### config.mk
export PLATFORM = sky130hd
export DESIGN_NAME = mc_controller_flat
export DESIGN_NICKNAME = d
export VERILOG_FILES = /design/src/rtl/mc_controller_pkg.sv /design/src/rtl/mc_controller_if.sv /design/src/rtl/mc_aludec.sv /design/src/rtl/mc_controller.sv /design/src/flat_wrapper.sv
export SDC_FILE = /design/constraint.sdc
export NUM_CORES = 1
export LEC_CHECK = 0
export ABC_AREA = 1
export CORE_AREA = 2 2 55 70
export DETAILED_ROUTE_END_ITERATION = 12
export DIE_AREA = 0 0 57 72
export DONT_BUFFER_PORTS = 1
export PLACE_DENSITY = 0.48
export SLEW_MARGIN = 20
export SYNTH_ARGS = -nofsm -noshare
export SYNTH_HDL_FRONTEND = slang
export SYNTH_HIERARCHICAL = 1
export SYNTH_SLANG_ARGS = --single-unit
### constraint.sdc
create_clock -name clk -period 1.4 [get_ports clk]
set_clock_uncertainty 0.1 [all_clocks]
set_input_delay 0.14 -clock clk [delete_from_list [all_inputs] [get_ports clk]]
set_output_delay 0.14 -clock clk [all_outputs]
set_load 0.01 [all_outputs]
### src/rtl/mc_controller_pkg.sv
// Shared encodings for the multicycle MIPS controller: opcodes, funct codes,
// FSM states and datapath mux/ALU select values. JALEX exists only with MC_CONTROLLER_JAL_EN.
package mc_controller_pkg;

  localparam logic [5:0] OP_RTYPE = 6'b000000;
  localparam logic [5:0] OP_LW    = 6'b100011;
  localparam logic [5:0] OP_SW    = 6'b101011;
  localparam logic [5:0] OP_BEQ   = 6'b000100;
  localparam logic [5:0] OP_ADDI  = 6'b001000;
  localparam logic [5:0] OP_J     = 6'b000010;
  localparam logic [5:0] OP_JAL   = 6'b000011;

  localparam logic [5:0] F_MULTU  = 6'b011001;
  localparam logic [5:0] F_MFHI   = 6'b010000;
  localparam logic [5:0] F_MFLO   = 6'b010010;
  localparam logic [5:0] F_JR     = 6'b001000;
  localparam logic [5:0] F_ADD    = 6'b100000;
  localparam logic [5:0] F_SUB    = 6'b100010;
  localparam logic [5:0] F_AND    = 6'b100100;
  localparam logic [5:0] F_OR     = 6'b100101;
  localparam logic [5:0] F_SLT    = 6'b101010;

  localparam logic [2:0] ALU_AND  = 3'b000;
  localparam logic [2:0] ALU_OR   = 3'b001;
  localparam logic [2:0] ALU_ADD  = 3'b010;
  localparam logic [2:0] ALU_SUB  = 3'b110;
  localparam logic [2:0] ALU_SLT  = 3'b111;

  localparam logic [1:0] PCS_ALU    = 2'b00;
  localparam logic [1:0] PCS_ALUOUT = 2'b01;
  localparam logic [1:0] PCS_JUMP   = 2'b10;
  localparam logic [1:0] PCS_REG    = 2'b11;

  localparam logic [1:0] MTR_ALUOUT = 2'b00;
  localparam logic [1:0] MTR_MDR    = 2'b01;
  localparam logic [1:0] MTR_HILO   = 2'b10;
  localparam logic [1:0] MTR_PC     = 2'b11;

  localparam logic [1:0] RD_RT = 2'b00;
  localparam logic [1:0] RD_RD = 2'b01;
  localparam logic [1:0] RD_RA = 2'b10;

  localparam logic [1:0] SRCB_REG   = 2'b00;
  localparam logic [1:0] SRCB_FOUR  = 2'b01;
  localparam logic [1:0] SRCB_IMM   = 2'b10;
  localparam logic [1:0] SRCB_SHIMM = 2'b11;

  typedef enum logic [3:0] {
    S_FETCH, S_DECODE, S_MEMADR, S_MEMRD, S_MEMWB, S_MEMWR,
    S_RTYPEEX, S_RTYPEWB, S_BEQEX, S_ADDIEX, S_ADDIWB, S_JEX, S_MULT
`ifdef MC_CONTROLLER_JAL_EN
    , S_JALEX
`endif
  } state_t;

endpackage

### src/rtl/mc_controller_if.sv
// Datapath-facing bundle of the controller: decoded fields and flags in,
// mux selects and write enables out.
interface mc_controller_if #(parameter int ALUCTL_W = 3);
  logic [5:0]          op;
  logic [5:0]          funct;
  logic                zero;
  logic                mem_ready;
  logic                pcen;
  logic [1:0]          pcsrc;
  logic                iord;
  logic                memwrite;
  logic                irwrite;
  logic                regwrite;
  logic [1:0]          regdst;
  logic [1:0]          memtoreg;
  logic                alusrca;
  logic [1:0]          alusrcb;
  logic [ALUCTL_W-1:0] alucontrol;
  logic                mult_start;
  logic                hilosel;
  logic                busy;

  modport master (
    output op, funct, zero, mem_ready,
    input  pcen, pcsrc, iord, memwrite, irwrite, regwrite, regdst, memtoreg,
           alusrca, alusrcb, alucontrol, mult_start, hilosel, busy
  );

  modport slave (
    input  op, funct, zero, mem_ready,
    output pcen, pcsrc, iord, memwrite, irwrite, regwrite, regdst, memtoreg,
           alusrca, alusrcb, alucontrol, mult_start, hilosel, busy
  );
endinterface

### src/rtl/mc_aludec.sv
// R-type funct to ALU operation decode; anything that is not a plain ALU op
// (multu, mfhi, jr, ...) falls back to add.
module mc_aludec
  import mc_controller_pkg::*;
#(
  parameter int ALUCTL_W = 3
) (
  input  logic [5:0]          i_funct,
  output logic [ALUCTL_W-1:0] o_alucontrol
);

  logic [2:0] w_alu;

  always_comb begin
    w_alu = ALU_ADD;
    case (i_funct)
      F_ADD:   w_alu = ALU_ADD;
      F_SUB:   w_alu = ALU_SUB;
      F_AND:   w_alu = ALU_AND;
      F_OR:    w_alu = ALU_OR;
      F_SLT:   w_alu = ALU_SLT;
      default: w_alu = ALU_ADD;
    endcase
  end

  assign o_alucontrol = ALUCTL_W'(w_alu);

endmodule

### src/rtl/mc_controller.sv
// Multicycle MIPS control FSM with iterative-multiply wait state.
// Optional jal support is enabled by defining MC_CONTROLLER_JAL_EN.
module mc_controller
  import mc_controller_pkg::*;
#(
  parameter int MULT_CYCLES = 32,
  parameter int ALUCTL_W    = 3
) (
  input  logic            clk,
  input  logic            reset,
  mc_controller_if.slave  bus
);

  localparam int                  CNT_W    = $clog2(MULT_CYCLES + 1);
  localparam logic [CNT_W-1:0]    CNT_LAST = CNT_W'(MULT_CYCLES - 1);
  localparam logic [ALUCTL_W-1:0] ALUC_ADD = ALUCTL_W'(ALU_ADD);
  localparam logic [ALUCTL_W-1:0] ALUC_SUB = ALUCTL_W'(ALU_SUB);

  state_t              r_state;
  state_t              w_next;
  logic [CNT_W-1:0]    r_cnt;
  logic [ALUCTL_W-1:0] w_rtype_alu;

  logic                w_pcen;
  logic [1:0]          w_pcsrc;
  logic                w_iord;
  logic                w_memwrite;
  logic                w_irwrite;
  logic                w_regwrite;
  logic [1:0]          w_regdst;
  logic [1:0]          w_memtoreg;
  logic                w_alusrca;
  logic [1:0]          w_alusrcb;
  logic [ALUCTL_W-1:0] w_alucontrol;
  logic                w_mult_start;
  logic                w_hilosel;
  logic                w_busy;

  mc_aludec #(.ALUCTL_W(ALUCTL_W)) u_aludec (
    .i_funct      (bus.funct),
    .o_alucontrol (w_rtype_alu)
  );

  always_ff @(posedge clk or posedge reset) begin
    if (reset) begin
      r_state <= S_FETCH;
      r_cnt   <= '0;
    end else begin
      r_state <= w_next;
      // counter runs only while staying in MULT, so each entry starts from 0
      if (r_state == S_MULT && w_next == S_MULT) r_cnt <= r_cnt + CNT_W'(1);
      else                                       r_cnt <= '0;
    end
  end

  always_comb begin
    w_next       = r_state;
    w_pcen       = 1'b0;
    w_pcsrc      = PCS_ALU;
    w_iord       = 1'b0;
    w_memwrite   = 1'b0;
    w_irwrite    = 1'b0;
    w_regwrite   = 1'b0;
    w_regdst     = RD_RT;
    w_memtoreg   = MTR_ALUOUT;
    w_alusrca    = 1'b0;
    w_alusrcb    = SRCB_REG;
    w_alucontrol = '0;
    w_mult_start = 1'b0;
    w_hilosel    = 1'b0;
    w_busy       = 1'b0;

    case (r_state)
      S_FETCH: begin
        w_alusrcb    = SRCB_FOUR;
        w_alucontrol = ALUC_ADD;
        if (bus.mem_ready) begin
          w_irwrite = 1'b1;
          w_pcen    = 1'b1;
          w_next    = S_DECODE;
        end
      end
      S_DECODE: begin
        w_alusrcb    = SRCB_SHIMM;
        w_alucontrol = ALUC_ADD;
        case (bus.op)
          OP_LW, OP_SW: w_next = S_MEMADR;
          OP_RTYPE:     w_next = S_RTYPEEX;
          OP_BEQ:       w_next = S_BEQEX;
          OP_ADDI:      w_next = S_ADDIEX;
          OP_J:         w_next = S_JEX;
`ifdef MC_CONTROLLER_JAL_EN
          OP_JAL:       w_next = S_JALEX;
`endif
          default:      w_next = S_FETCH;
        endcase
      end
      S_MEMADR: begin
        w_alusrca    = 1'b1;
        w_alusrcb    = SRCB_IMM;
        w_alucontrol = ALUC_ADD;
        w_next       = (bus.op == OP_SW) ? S_MEMWR : S_MEMRD;
      end
      S_MEMRD: begin
        w_iord = 1'b1;
        if (bus.mem_ready) w_next = S_MEMWB;
      end
      S_MEMWB: begin
        w_regwrite = 1'b1;
        w_regdst   = RD_RT;
        w_memtoreg = MTR_MDR;
        w_next     = S_FETCH;
      end
      S_MEMWR: begin
        w_iord     = 1'b1;
        w_memwrite = 1'b1;
        if (bus.mem_ready) w_next = S_FETCH;
      end
      S_RTYPEEX: begin
        w_alusrca    = 1'b1;
        w_alusrcb    = SRCB_REG;
        w_alucontrol = w_rtype_alu;
        case (bus.funct)
          F_MULTU: begin
            w_mult_start = 1'b1;
            w_next       = S_MULT;
          end
          F_JR: begin
            w_pcen  = 1'b1;
            w_pcsrc = PCS_REG;
            w_next  = S_FETCH;
          end
          default: w_next = S_RTYPEWB;
        endcase
      end
      S_RTYPEWB: begin
        w_regwrite = 1'b1;
        w_regdst   = RD_RD;
        if (bus.funct == F_MFHI || bus.funct == F_MFLO) begin
          w_memtoreg = MTR_HILO;
          w_hilosel  = (bus.funct == F_MFHI);
        end
        w_next = S_FETCH;
      end
      S_BEQEX: begin
        w_alusrca    = 1'b1;
        w_alusrcb    = SRCB_REG;
        w_alucontrol = ALUC_SUB;
        w_pcsrc      = PCS_ALUOUT;
        w_pcen       = bus.zero;
        w_next       = S_FETCH;
      end
      S_ADDIEX: begin
        w_alusrca    = 1'b1;
        w_alusrcb    = SRCB_IMM;
        w_alucontrol = ALUC_ADD;
        w_next       = S_ADDIWB;
      end
      S_ADDIWB: begin
        w_regwrite = 1'b1;
        w_regdst   = RD_RT;
        w_memtoreg = MTR_ALUOUT;
        w_next     = S_FETCH;
      end
      S_JEX: begin
        w_pcen  = 1'b1;
        w_pcsrc = PCS_JUMP;
        w_next  = S_FETCH;
      end
      S_MULT: begin
        w_busy = 1'b1;
        if (r_cnt == CNT_LAST) w_next = S_FETCH;
      end
`ifdef MC_CONTROLLER_JAL_EN
      S_JALEX: begin
        w_regdst   = RD_RA;
        w_memtoreg = MTR_PC;
        w_regwrite = 1'b1;
        w_pcen     = 1'b1;
        w_pcsrc    = PCS_JUMP;
        w_next     = S_FETCH;
      end
`endif
      default: w_next = S_FETCH;
    endcase

    // state is already FETCH while reset is high; block the mem_ready-driven enables too
    if (reset) begin
      w_pcen    = 1'b0;
      w_irwrite = 1'b0;
      w_next    = S_FETCH;
    end
  end

  assign bus.pcen       = w_pcen;
  assign bus.pcsrc      = w_pcsrc;
  assign bus.iord       = w_iord;
  assign bus.memwrite   = w_memwrite;
  assign bus.irwrite    = w_irwrite;
  assign bus.regwrite   = w_regwrite;
  assign bus.regdst     = w_regdst;
  assign bus.memtoreg   = w_memtoreg;
  assign bus.alusrca    = w_alusrca;
  assign bus.alusrcb    = w_alusrcb;
  assign bus.alucontrol = w_alucontrol;
  assign bus.mult_start = w_mult_start;
  assign bus.hilosel    = w_hilosel;
  assign bus.busy       = w_busy;

endmodule

### src/flat_wrapper.sv
// flat-port wrapper written by rule: the top's interface ports become plain ports
module mc_controller_flat import mc_controller_pkg::*;
#(
  parameter int MULT_CYCLES = 32,
  parameter int ALUCTL_W    = 3
)
  (clk, reset, bus_op, bus_funct, bus_zero, bus_mem_ready, bus_pcen, bus_pcsrc, bus_iord, bus_memwrite, bus_irwrite, bus_regwrite, bus_regdst, bus_memtoreg, bus_alusrca, bus_alusrcb, bus_alucontrol, bus_mult_start, bus_hilosel, bus_busy);
  mc_controller_if #(.ALUCTL_W(ALUCTL_W)) bus_i ();
  input  logic clk;
  input  logic reset;
  input wire logic [$bits(bus_i.op)-1:0] bus_op;
  input wire logic [$bits(bus_i.funct)-1:0] bus_funct;
  input wire logic [$bits(bus_i.zero)-1:0] bus_zero;
  input wire logic [$bits(bus_i.mem_ready)-1:0] bus_mem_ready;
  output wire logic [$bits(bus_i.pcen)-1:0] bus_pcen;
  output wire logic [$bits(bus_i.pcsrc)-1:0] bus_pcsrc;
  output wire logic [$bits(bus_i.iord)-1:0] bus_iord;
  output wire logic [$bits(bus_i.memwrite)-1:0] bus_memwrite;
  output wire logic [$bits(bus_i.irwrite)-1:0] bus_irwrite;
  output wire logic [$bits(bus_i.regwrite)-1:0] bus_regwrite;
  output wire logic [$bits(bus_i.regdst)-1:0] bus_regdst;
  output wire logic [$bits(bus_i.memtoreg)-1:0] bus_memtoreg;
  output wire logic [$bits(bus_i.alusrca)-1:0] bus_alusrca;
  output wire logic [$bits(bus_i.alusrcb)-1:0] bus_alusrcb;
  output wire logic [$bits(bus_i.alucontrol)-1:0] bus_alucontrol;
  output wire logic [$bits(bus_i.mult_start)-1:0] bus_mult_start;
  output wire logic [$bits(bus_i.hilosel)-1:0] bus_hilosel;
  output wire logic [$bits(bus_i.busy)-1:0] bus_busy;
  assign bus_i.op = bus_op;
  assign bus_i.funct = bus_funct;
  assign bus_i.zero = bus_zero;
  assign bus_i.mem_ready = bus_mem_ready;
  assign bus_pcen = bus_i.pcen;
  assign bus_pcsrc = bus_i.pcsrc;
  assign bus_iord = bus_i.iord;
  assign bus_memwrite = bus_i.memwrite;
  assign bus_irwrite = bus_i.irwrite;
  assign bus_regwrite = bus_i.regwrite;
  assign bus_regdst = bus_i.regdst;
  assign bus_memtoreg = bus_i.memtoreg;
  assign bus_alusrca = bus_i.alusrca;
  assign bus_alusrcb = bus_i.alusrcb;
  assign bus_alucontrol = bus_i.alucontrol;
  assign bus_mult_start = bus_i.mult_start;
  assign bus_hilosel = bus_i.hilosel;
  assign bus_busy = bus_i.busy;
  mc_controller #(.MULT_CYCLES(MULT_CYCLES), .ALUCTL_W(ALUCTL_W)) u_core (.clk(clk), .reset(reset), .bus(bus_i));
endmodule
## Word level (Yosys, flattened, before mapping)

Index checks and enable logic that the tools add are counted.
W data, S select, Z words.

| word-level totals | value |
|---|---|
| register bits after elaboration | 10 |
| latch bits | 0 |
| RAM bits | 0 |
| ROM bits | 0 |
| input port bits | 16 |
| output and inout bits | 20 |
| memories kept | 0 |

| cells by class | value |
|---|---|
| $add $sub $neg | 1 |
| multiply operators | 0 |
| divide/modulo/power cells | 0 |
| order comparisons | 0 |
| eq/ne operators | 27 |
| shift-type cells | 0 |
| muxes and demuxes | 33 |
| bitwise logic cells | 0 |
| reductions and logical operators | 10 |

Operators with widths:

| cell | number |
|---|---|
| $eq A6 B6 Y1 const B | 6 |
| $pmux W4 S8 | 1 |
| $eq A4 B4 Y1 const B | 6 |
| $eq A6 B5 Y1 const B | 4 |
| $mux W4 | 5 |
| $pmux W4 S5 | 1 |
| $eq A4 B3 Y1 const B | 4 |
| $mux W1 | 15 |
| $eq A6 B4 Y1 const B | 2 |
| $pmux W2 S3 | 2 |
| $pmux W3 S4 | 1 |
| $pmux W3 S3 | 1 |
| $eq A4 B2 Y1 const B | 2 |
| $pmux W4 S2 | 1 |
| $reduce_or A4 Y1 | 2 |
| $add A6 B1 Y6 const B | 1 |
| $eq A6 B2 Y1 const B | 1 |
| $eq A6 B3 Y1 const B | 1 |
| $logic_not A6 Y1 | 1 |
| $mux W6 | 1 |
| $reduce_or A2 Y1 | 3 |
| $eq A4 B1 Y1 const B | 1 |
| $logic_not A4 Y1 | 1 |
| $mux W2 | 2 |
| 6 further kinds | 6 |

## Longest topological paths before layout

| depth | value |
|---|---|
| word-level depth | 8 |
| mapped depth | 9 |

## Modules after synthesis

The synthesis kept the hierarchy.

By module, submodules not included:

| module | instances | cells each | area each (um^2) | sequential area each (um^2) |
|---|---|---|---|---|
| mc_controller | 1 | 152 | 907.1 | 250.2 |
| mc_aludec | 1 | 16 | 76.3 | 0.0 |

## Worst setup path after synthesis

No wires, ideal clock.

| timing | value |
|---|---|
| kind | register to register |
| start | reg u_core.r_cnt[0] |
| end | reg u_core.r_cnt[2] |
| library setup time | 80 ps |
| data arrival time | 1,273 ps |
| required time | 1,220 ps |
| path slack | -53 ps |
| stages on the path, launching flop included | 9 |
| clock period less this slack | 1,453 ps |
| cells stage by stage | dfrtp_1 > ha_1 > nand2_1 > nor2_1 > nand2_1 > nand2_2 > or2_1 > buf_6 > nor3b_2 |

| between the ends | value |
|---|---|
| longest elaborated chain between the ends | 7 |
| elaborated cells between the ends (all ways) | 8 |
| those cells by class | add/sub: 1; eq/ne: 2; mux: 4; reduce/logical: 1 |

RTL lines:

| element | RTL line | RTL |
|---|---|---|
| start, declared | mc_controller.sv:21 | `logic [CNT_W-1:0] r_cnt;` |
| start signal, assigned | mc_controller.sv:51 | `if (r_state == S_MULT && w_next == S_MULT) r_cnt <= r_cnt + CNT_W'(1);` |
| $eq A6 B5 Y1 | mc_controller.sv:172 | `if (r_cnt == CNT_LAST) w_next = S_FETCH;` |
| $mux W4 | mc_controller.sv:172 |  |
| $pmux W4 S8 | mc_controller.sv:73 | `case (r_state)` |
| $mux W4 | mc_controller.sv:188 | `if (reset) begin` |
| $eq A4 B4 Y1 | mc_controller.sv:51 |  |
| $logic_and A1 B1 Y1 | mc_controller.sv:51 |  |
| $mux W6 (*) | mc_controller.sv:51 |  |

Every way passes the cells marked *; elsewhere a longest branch is shown, timed or not.

## Worst setup path in the final report

| timing | value |
|---|---|
| start | reg u_core.r_state[3] |
| end | out bus_pcsrc[0] |

| between the ends | value |
|---|---|
| longest elaborated chain between the ends | 2 |
| elaborated cells between the ends (all ways) | 4 |
| those cells by class | eq/ne: 3; mux: 1 |

RTL lines:

| element | RTL line | RTL |
|---|---|---|
| start, declared | mc_controller.sv:19 | `state_t r_state;` |
| start signal, assigned | mc_controller.sv:49 | `r_state <= w_next;` |
| $eq A4 B4 Y1 / $eq A4 B3 Y1 (equally long branches) | mc_controller.sv:73 |  |
| $pmux W2 S3 (*) | mc_controller.sv:73 |  |
| end, declared | flat_wrapper.sv:16 | `output wire logic [$bits(bus_i.pcsrc)-1:0] bus_pcsrc;` |

Marks and branches as above.

==> flow_metrics.py <==
metrics = {
    "outcome": {
        "outcome": "finished with violations",
        "violations": "negative setup slack",
    },
    "clocking": {
        "clockBufferDepth": 2,
        "h-tree-depth": 1,
        "numCtsBuffers": 3,
        "cts_tree": "done",
        "cts_sinks": 10,
        "clk_pin_slew_ns": 0.04,
        "worstSkewPairLatency_ns": 0.23,
        "root_buffer": "clkbuf_8",
    },
    "detailed_routing": {
        "drt_drc_violations_left": 0,
        "drt_wl_total_um": 2938,
        "viasPerCell": 4.831,
        "drtIter0Drc": 37,
        "num_vias": 1174,
        "routedWlPerCell_um": 12.09,
        "drt_pass1_iterations": 4,
        "ant_nets": 0,
    },
    "critical_path": {
        "required_ns": 1.16,
        "critical-path-max-stage-delay_ns": 0.40,
        "cp_max_fo": 4,
        "critical_path_class": "reg -> out",
        "r2r_slack_ns": -0.08,
        "worstPathArrival_ns": 1.34,
        "cp-start-kind": "flop",
        "cp-endpoint": "bus_pcsrc[0]",
        "path_cells": "inv_2, nand4_1, buf_4, o21ai_2, buf_4",
        "crit_cells": 5,
        "r2r-end": "u_core/r_state[0]",
        "worstReg2RegStart": "u_core/r_state[3]",
        "cp_num_buf_inv": 3,
        "crit_family": "buffers and inverters",
        "cpMostUsedCell": "buf_4",
        "end_kind": "output pin",
        "reg2reg_depth": 9,
        "startpoint": "u_core/r_state[3]",
        "cpMaxStageDelayCell": "dfrtp_1",
    },
    "floorplanning": {
        "die_w_um": 57,
        "core_area_sq_um": 3423,
        "die_y_um": 72,
        "ios": 36,
        "start_util": 0.2873,
        "std_cell_rows": 24,
        "dieArea_sq_um": 4104,
    },
    "synth": {
        "syn_area_sq_um": 983.4,
        "ys_seq_area_frac": 0.2545,
        "netlist_instances": 168,
        "synthesis.nets": 185,
        "ys_ff_latch": 10,
        "syn_avg_cell_area_sq_um": 5.854,
        "synth_warnings": 6,
        "synth_cell_types": 24,
    },
    "finish": {
        "layout_commonest_cell": "nor2_1",
        "drive_gt1_frac": 0.4363,
        "layout_common_cells": "nor2_1 (29), nand2_1 (28), inv_1 (24)",
        "diodes": 0,
        "final_core_util": 0.4572,
        "area_growth_syn_to_layout_pct": 59.16,
        "final_cells": 243,
        "fin_nets": 223,
    },
    "placed_design": {
        "port_buffers": 0,
        "gp_congestion": 0.8672,
        "dp_hpwl_um": 2265,
        "placedCellCount": 231,
    },
    "run": {
        "max_cap_viol_count": 0,
    },
    "power": {
        "ir_drop_mv": 0.4520,
        "p_leak_nw": 0.7782,
        "p_int_mw": 0.5283,
        "p_sw_frac": 0.2536,
        "power_frac_comb": 0.174,
        "power_mw": 0.7078,
        "p_per_area_nw_per_um2": 452.2,
        "power_frac_seq": 0.421,
        "p_clk_frac": 0.405,
        "power_switching_mw": 0.1795,
    },
    "timing": {
        "finalHoldViolCount": 0,
        "setup_viol": 24,
        "drv_slew": 0,
        "fin_crit_ns": 1.581,
        "setup_tns_ns": -2.214,
        "rsz0062_at_grt": "yes",
        "fin_ws_ns": -0.1806,
        "fmax_mhz": 632.7,
        "post-route-period-util": 1.129,
    },
    "global_route": {
        "grt_pass1_wl_um": 4774,
        "grt_pass1_vias": 1110,
        "antenna_found_initial": 0,
        "grt.total_usage": 0.1455,
        "grt-ovfl-total": 0,
        "grt_max_degree": 11,
    },
    "min_path": {
        "min_path_type": "in -> reg",
    },
}
==> through the flow <==
| stage | hold slack [ns] | area, sq um | setup slack, ns |
|---|---|---|---|
| global placement | -0.05682 | 1222 | -0.06543 |
| global route | 0.03990 | 1565 | -0.2799 |
| detailed placement | -0.05595 | 1222 | -0.08397 |
| CTS | 0.03280 | 1395 | -0.1944 |
| finish | 0.03438 | 1565 | -0.1806 |
| floorplan | -0.1116 | 997.2 | -0.03333 |
==> layer usage <==
layer  track usage  up-vias  routed length, um
met4       0.05943        0                 46
met2        0.2759       34               1677
met1        0.1523      539               1055
met3       0.03209        6                158
met5             0        -                  0
li1              -      595                  -
==> worst min path at each step <==
stage	startpoint	to	slack [ns]	cells past startpoint
after floorplan	reset	u_core/r_cnt[0]	-0.11	1
after global placement	reset	u_core/r_state[0]	-0.06	2
after detailed placement	reset	u_core/r_cnt[4]	-0.06	2
after CTS	reset	u_core/r_cnt[1]	0.03	2
after global routing	reset	u_core/r_cnt[5]	0.04	2
final	reset	u_core/r_cnt[0]	0.03	2
==> logic make-up after synthesis <==
kind of cell	share of synthesized area
AO/OA/AOI/OAI	0.03817
AND/OR/NAND/NOR	0.5394
XOR/XNOR	0.01781
buffers and inverters	0.1336
flip-flops	0.2545
other	0.003813
adder cells (fa/ha/maj)	0.01272
==> power groups by stage <==
stage	Clock [mW]	Combinational [mW]	Sequential [mW]
after CTS	0.294	0.110	0.297
after detailed placement	0	0.101	0.301
after global routing	0.315	0.139	0.298
after floorplan	0	0.0758	0.300
final	0.287	0.123	0.298
after global placement	0	0.0992	0.301
==> Yosys cell counts (all sizes together) <==
master   number  area share
a21oi         2       0.010
buf           2       0.019
conb          1      0.0038
dfrtp        10        0.25
ha            1       0.013
inv          30        0.11
nand2        36        0.14
nand3        21        0.11
nand3b        2       0.015
nand4         3       0.019
nor2         50        0.22
nor3          1      0.0051
nor3b         2       0.025
o21ai         1      0.0051
o22ai         1      0.0064
o2bb2ai       1      0.0089
o31ai         1      0.0076
or2           1      0.0064
xor2          2       0.018
==> sequential cells by signal, indices dropped and copies added (netlist names) <==
signal          flops
u_core/r_cnt        6
u_core/r_state      4
==> what timing repair did <==
item,in CTS,in global routing
resized for setup,33,33
hold endpoints to repair,14,0
setup buffers,3,5
pin swaps,9,10
hold buffers,1,0
setup endpoints to repair,27,27
==> area by class of cell <==
class                      instances  area (sq um)
inverter                          30         115.1
multi-input combinational        126         799.5
timing repair buffer              35         306.5
sequential                        10         254.0
clock buffer                       3         41.29
tap                               39         48.80
fill                             349          1858
==> worst register-to-register path, stage by stage, from the launching register on <==
cell and delay, ns:
dfrtp_1 0.40, inv_2 0.09, nand4_1 0.18, buf_4 0.20, inv_4 0.06, buf_6 0.11
nand3_4 0.08, nand2_1 0.07, nor2_1 0.03, nor2_1 0.07
No activity file was read; power rests on OpenSTA's default activity.
